**config.mk**
```make
export PLATFORM = sky130hd
export DESIGN_NAME = wb_arbiter_flat
export DESIGN_NICKNAME = d
export VERILOG_FILES = /design/src/rtl/wb_arbiter_if.sv /design/src/rtl/wb_arbiter.sv /design/src/flat_wrapper.sv
export SDC_FILE = /design/constraint.sdc
export NUM_CORES = 1
export LEC_CHECK = 0
export BUFFER_PORTS_ARGS = -buffer_cell sky130_fd_sc_hd__buf_4
export CAP_MARGIN = 20
export CELL_PAD_IN_SITES_DETAIL_PLACEMENT = 0
export CELL_PAD_IN_SITES_GLOBAL_PLACEMENT = 2
export CORE_ASPECT_RATIO = 1.1
export CORE_MARGIN = 4
export CORE_UTILIZATION = 31
export DETAILED_ROUTE_END_ITERATION = 10
export PLACE_DENSITY = 0.6
export SYNTH_ARGS = -nofsm -noshare
export SYNTH_HDL_FRONTEND = slang
export SYNTH_SLANG_ARGS = --single-unit
```
**constraint.sdc**
```tcl
create_clock -name clk -period 4.2 [get_ports clk]
set_input_delay 0.63 -clock clk [delete_from_list [all_inputs] [get_ports clk]]
set_output_delay 0.63 -clock clk [all_outputs]
set_load 0.1 [all_outputs]
```
**src/rtl/wb_arbiter_if.sv**
```systemverilog
// Writeback arbiter bus: ALU result port, LSU load port with ready, and the
// register-file / scoreboard writeback outputs.
interface wb_arbiter_if #(
  parameter int LSU_FIFO_DEPTH = 4
);
  localparam int CW = $clog2(LSU_FIFO_DEPTH) + 1;

  logic          alu_wb_vld;
  logic [4:0]    alu_wb_addr;
  logic [63:0]   alu_wb_data;
  logic          lsu_wb_vld;
  logic [4:0]    lsu_wb_addr;
  logic [63:0]   lsu_wb_data;
  logic          lsu_wb_rdy;
  logic          rf_we;
  logic [4:0]    rf_waddr;
  logic [63:0]   rf_wdata;
  logic          wb_done_vld;
  logic [4:0]    wb_done_addr;
  logic [CW-1:0] lsu_fifo_cnt;

  modport master (
    output alu_wb_vld, alu_wb_addr, alu_wb_data,
    output lsu_wb_vld, lsu_wb_addr, lsu_wb_data,
    input  lsu_wb_rdy, rf_we, rf_waddr, rf_wdata,
    input  wb_done_vld, wb_done_addr, lsu_fifo_cnt
  );

  modport slave (
    input  alu_wb_vld, alu_wb_addr, alu_wb_data,
    input  lsu_wb_vld, lsu_wb_addr, lsu_wb_data,
    output lsu_wb_rdy, rf_we, rf_waddr, rf_wdata,
    output wb_done_vld, wb_done_addr, lsu_fifo_cnt
  );
endinterface

```
**src/rtl/wb_arbiter.sv**
```systemverilog
// Writeback arbiter: ALU results win outright, loads wait in a circular FIFO
// and drain whenever the ALU is idle. All writeback outputs are registered.
module wb_arbiter #(
  parameter int LSU_FIFO_DEPTH = 4
) (
  input  logic         clk,
  input  logic         rst,
  wb_arbiter_if.slave  bus
);
  localparam int PW = $clog2(LSU_FIFO_DEPTH);
  localparam int CW = PW + 1;

  logic [4:0]    r_addr [LSU_FIFO_DEPTH];
  logic [63:0]   r_data [LSU_FIFO_DEPTH];
  logic [PW-1:0] r_wptr, r_rptr;
  logic [CW-1:0] r_cnt;

  logic          r_we, r_done_vld;
  logic [4:0]    r_waddr, r_done_addr;
  logic [63:0]   r_wdata;

  logic          w_rdy, w_enq, w_deq, w_sel;
  logic [4:0]    w_sel_addr;
  logic [63:0]   w_sel_data;

  // Ready looks only at the registered count, so a full queue refuses a load
  // even in a cycle where it is also draining.
  assign w_rdy = (r_cnt < CW'(LSU_FIFO_DEPTH));
  assign w_enq = bus.lsu_wb_vld & w_rdy;
  assign w_deq = (r_cnt != '0) & ~bus.alu_wb_vld;

  always_comb begin
    w_sel      = bus.alu_wb_vld | w_deq;
    w_sel_addr = r_addr[r_rptr];
    w_sel_data = r_data[r_rptr];
    if (bus.alu_wb_vld) begin
      w_sel_addr = bus.alu_wb_addr;
      w_sel_data = bus.alu_wb_data;
    end
  end

  always_ff @(posedge clk) begin
    if (!rst && w_enq) begin
      r_addr[r_wptr] <= bus.lsu_wb_addr;
      r_data[r_wptr] <= bus.lsu_wb_data;
    end
  end

  always_ff @(posedge clk) begin
    if (rst) begin
      r_wptr <= '0;
      r_rptr <= '0;
      r_cnt  <= '0;
    end else begin
      if (w_enq) r_wptr <= r_wptr + PW'(1);
      if (w_deq) r_rptr <= r_rptr + PW'(1);
      case ({w_enq, w_deq})
        2'b10:   r_cnt <= r_cnt + CW'(1);
        2'b01:   r_cnt <= r_cnt - CW'(1);
        default: r_cnt <= r_cnt;
      endcase
    end
  end

  // Writes to x0 still retire so the scoreboard clears, but never reach the RF.
  always_ff @(posedge clk) begin
    if (rst) begin
      r_we        <= 1'b0;
      r_done_vld  <= 1'b0;
      r_waddr     <= '0;
      r_wdata     <= '0;
      r_done_addr <= '0;
    end else begin
      r_we       <= w_sel && (w_sel_addr != 5'd0);
      r_done_vld <= w_sel;
      if (w_sel) begin
        r_waddr     <= w_sel_addr;
        r_wdata     <= w_sel_data;
        r_done_addr <= w_sel_addr;
      end
    end
  end

  assign bus.lsu_wb_rdy   = w_rdy;
  assign bus.lsu_fifo_cnt = r_cnt;
  assign bus.rf_we        = r_we;
  assign bus.rf_waddr     = r_waddr;
  assign bus.rf_wdata     = r_wdata;
  assign bus.wb_done_vld  = r_done_vld;
  assign bus.wb_done_addr = r_done_addr;
endmodule

```
**src/flat_wrapper.sv**
```systemverilog
// flat-port wrapper written by rule: the top's interface ports become plain ports
module wb_arbiter_flat 
#(
  parameter int LSU_FIFO_DEPTH = 4
)
  (clk, rst, bus_alu_wb_vld, bus_alu_wb_addr, bus_alu_wb_data, bus_lsu_wb_vld, bus_lsu_wb_addr, bus_lsu_wb_data, bus_lsu_wb_rdy, bus_rf_we, bus_rf_waddr, bus_rf_wdata, bus_wb_done_vld, bus_wb_done_addr, bus_lsu_fifo_cnt);
  wb_arbiter_if #(.LSU_FIFO_DEPTH(LSU_FIFO_DEPTH)) bus_i ();
  input  logic clk;
  input  logic rst;
  input wire logic [$bits(bus_i.alu_wb_vld)-1:0] bus_alu_wb_vld;
  input wire logic [$bits(bus_i.alu_wb_addr)-1:0] bus_alu_wb_addr;
  input wire logic [$bits(bus_i.alu_wb_data)-1:0] bus_alu_wb_data;
  input wire logic [$bits(bus_i.lsu_wb_vld)-1:0] bus_lsu_wb_vld;
  input wire logic [$bits(bus_i.lsu_wb_addr)-1:0] bus_lsu_wb_addr;
  input wire logic [$bits(bus_i.lsu_wb_data)-1:0] bus_lsu_wb_data;
  output wire logic [$bits(bus_i.lsu_wb_rdy)-1:0] bus_lsu_wb_rdy;
  output wire logic [$bits(bus_i.rf_we)-1:0] bus_rf_we;
  output wire logic [$bits(bus_i.rf_waddr)-1:0] bus_rf_waddr;
  output wire logic [$bits(bus_i.rf_wdata)-1:0] bus_rf_wdata;
  output wire logic [$bits(bus_i.wb_done_vld)-1:0] bus_wb_done_vld;
  output wire logic [$bits(bus_i.wb_done_addr)-1:0] bus_wb_done_addr;
  output wire logic [$bits(bus_i.lsu_fifo_cnt)-1:0] bus_lsu_fifo_cnt;
  assign bus_i.alu_wb_vld = bus_alu_wb_vld;
  assign bus_i.alu_wb_addr = bus_alu_wb_addr;
  assign bus_i.alu_wb_data = bus_alu_wb_data;
  assign bus_i.lsu_wb_vld = bus_lsu_wb_vld;
  assign bus_i.lsu_wb_addr = bus_lsu_wb_addr;
  assign bus_i.lsu_wb_data = bus_lsu_wb_data;
  assign bus_lsu_wb_rdy = bus_i.lsu_wb_rdy;
  assign bus_rf_we = bus_i.rf_we;
  assign bus_rf_waddr = bus_i.rf_waddr;
  assign bus_rf_wdata = bus_i.rf_wdata;
  assign bus_wb_done_vld = bus_i.wb_done_vld;
  assign bus_wb_done_addr = bus_i.wb_done_addr;
  assign bus_lsu_fifo_cnt = bus_i.lsu_fifo_cnt;
  wb_arbiter #(.LSU_FIFO_DEPTH(LSU_FIFO_DEPTH)) u_core (.clk(clk), .rst(rst), .bus(bus_i));
endmodule
```
==> results by group <==
Setup path
  – Crit Path Category: reg -> reg
  – Slowest-stage cell, CP: and2_4
  – Worst EP required: about 4.4 ns
  – Crit. End Element: flip-flop
  – Ordered cell list for the critical path: nor2b_1, inv_1, nor2_1, and2_4, buf_12
  – CP max FO: 43
  – Worst Path Buf+Inv: 2
  – Worst EP arrival: between 2 and 3 ns
  – Slowest cell delay on critical path: 0.66 ns
  – Worst Setup Start Kind: flip-flop
  – CP delay by family, top: simple AND/OR/NAND/NOR gates

STA
  – Shortest period the worst path allows: between 2 and 2.5 ns
  – Fin Setup TNS: 0 ns
  – Final slew viol count: 0
  – Slew margin rel.: 0.339
  – Finish-stage setup viols: 0
  – Slew @ Worst Pin: around 0.99 ns
  – RSZ-0062 raised after global routing: no
  – Tcrit/Tclk final: 0.561
  – Final-report hold violation count: 0
  – Final WS setup: approximately 1.8 ns
  – Worst clock skew: between 0.01 and 0.015 ns
  – Fmax: 425 MHz

Yosys
  – Cell area after synthesis: about 14000 um2
  – Top cells by count, synth: edfxtp_1 (276), nor2_1 (81), dfxtp_1 (80)
  – Area fraction of the dominant cell type after synthesis: 0.611
  – Post-synth ARST share: 0
  – Syn. warnings: 0
  – Post-synthesis cell count: slightly above 800
  – Post-synth EDFFs: ~280
  – Mapped Nets: 961
  – Register area share after synthesis: 0.729
  – Most common cell in the netlist: edfxtp_1
  – Post-synth top area cell: edfxtp_1
  – Most used DFF post-synth: edfxtp_1
  – Area contributors post-synth: edfxtp_1 (61%), dfxtp_1 (12%), mux4_2 (11%), a211oi_1 (3.1%), a21oi_1 (2.5%)
  – Synth cell types: 35
  – Mean post-synth cell area: ~17 um2
  – #FFs+latches synth: around 360

Global route
  – Initial antenna violation count: 2
  – First-pass GRT wire length: a little over 50 mm
  – Gr usage total: 0.142
  – Grt total ovfl: 0
  – Largest net degree at the start of global routing: 72
  – Vias in the first global route: ~8k

Pwr
  – Power Dens Cells: 713 nW/um2
  – Total power: between 10 and 15 mW
  – Worst vdd ir: slightly below 0.3 mV
  – LEAKAGE: ~6.0 nW

Route
  – Final wirelength: 34.0 mm
  – Vias per cell: 4.70
  – Routed wl met3: 1.74 mm
  – Router iterations before antenna repair: 6
  – M1 wire length: between 15 and 20 mm
  – Initial drt markers: ~420
  – Wire length on met2: between 15 and 20 mm
  – DR vias: 7675
  – Highest Signal Layer: met5
  – Final ANT Viol Nets: 0
  – DRC: 0
  – Wire per inst: approximately 21 um

Run status
  – Outcome: complete, no violations

Clocking
  – Max Root-Sink Buffers: 3
  – CTS Root Cell: clkbuf_16
  – Post-CTS sizing: 0
  – Worst skew pair latency: 0.52 ns
  – CTS tree: built
  – Worst-path clk slew: 0.06 ns
  – # Post-CTS Setup Buffers: 0
  – CTS sink count: ~360
  – Cts hold-fix bufs: 0
  – H-tree depth: 2
  – Num CTS Buffers: 39

Floorplan
  – Die extent in y: between 200 and 250 um
  – Core area: 43300 um2
  – Die area: about 47000 um2
  – Initial Utilization: 0.313
  – Core Rows: 80
  – # IOs: between 200 and 250
  – Die X: around 210 um

Place
  – GP Congestion: about 0.69
  – I/O Buffers: ~220
  – Dpl hpwl: roughly 21 mm
  – Dpl ws: between 1 and 1.5 ns

Finish
  – Area Growth Syn to Fin: 26.3%
  – Fraction of layout cells with a size suffix above 1: 0.363
  – Fillers: 4024
  – Final #Nets: between 1k and 1.5k

Hold path
  – Min-delay worst type: in -> reg

Flow run
  – Number of max-cap violations: 0
registers in the layout, indices dropped and copies added (netlist names), named ones only:
| name | cells |
|---|---|
| u_core.r_addr | 20 |
| u_core.bus.lsu_fifo_cnt | 3 |
| u_core.bus.wb_done_vld | 1 |
| u_core.bus.rf_we | 1 |
| u_core.r_rptr | 2 |
| u_core.bus.rf_wdata | 64 |
| u_core.r_data | 256 |
| u_core.bus.rf_waddr | 5 |
| u_core.r_wptr | 2 |
layout make-up:
type	count	area (um2)	share of cell area
Sequential cell	356	9900	0.578
Clock buffer	58	1140	0.0666
Inverter	9	35.0	0.00205
Timing Repair Buffer	234	1810	0.106
Clock inverter	13	186	0.0109
Antenna cell	1	2.50	0.000146
Multi-Input combinational cell	389	3340	0.195
Tap cell	574	718	0.0419
report_power, final:
group	internal, mW	switching (mW)	total [mW]
Sequential	4.23	0.320	4.55
Clock	2.18	1.34	3.52
Combinational	1.20	2.94	4.14
Total	7.62	4.59	12.2
per-stage QoR:
stage                      util  hold WS [ns]  instance area (um2)  instances
final                     0.395         0.308                17100       1634
after global placement    0.364         0.488                15800       1562
after global routing      0.395         0.281                17100       1633
after CTS                 0.395         0.274                17100       1633
after floorplan               -         0.490                13600        813
after detailed placement  0.364         0.493                15800       1562
routing by layer:
| layer | track usage | vias up |
|---|---|---|
| met3 | 0.0331 | 49 |
| met5 | 0 | - |
| met2 | 0.228 | 168 |
| met1 | 0.197 | 3875 |
| li1 | - | 3579 |
| met4 | 0.0390 | 4 |
path summary, 6_finish.rpt:
path                                               end  depth (start not counted)  slack, ns                                     from
hold reg to reg   u_core.bus.rf_wdata[25]$_SDFFE_PP0P_                          2       0.50     u_core.bus.rf_wdata[25]$_SDFFE_PP0P_
setup reg to reg        u_core.r_data[3][22]$_DFFE_PP_                          5       1.85  u_core.bus.lsu_fifo_cnt[2]$_SDFFE_PP0P_
setup / recovery        u_core.r_data[3][22]$_DFFE_PP_                          5       1.85  u_core.bus.lsu_fifo_cnt[2]$_SDFFE_PP0P_
hold / removal           u_core.r_data[3][6]$_DFFE_PP_                          1       0.31                       bus_lsu_wb_data[6]
cells in the final DEF (no fill, tap or decap), types with 12 or more instances in the layout:
master / count
clkbuf_16: 41
dfxtp_1: 78
mux4_2: 67
a211oi_2: 13
edfxtp_1: 276
a21oi_1: 67
a211oi_1: 56
buf_4: 230
clkbuf_1: 12
nor2_1: 81
nand2_1: 67
logic make-up (layout without fill, tap and decap cells):
group                      Yosys count  in the layout  synth area share
xor gates and xnor gates             5              5           0.00323
and+or+nand+nor                    166            166            0.0506
DFF                                356            356             0.729
AOI/OAI and AO/OA                  141            141            0.0705
muxes                               71             71             0.114
buffers and inverters               68            314            0.0258
adders and majority gates            6              6           0.00609
other                                0              1                 0
(Power assumes the default switching activity.)
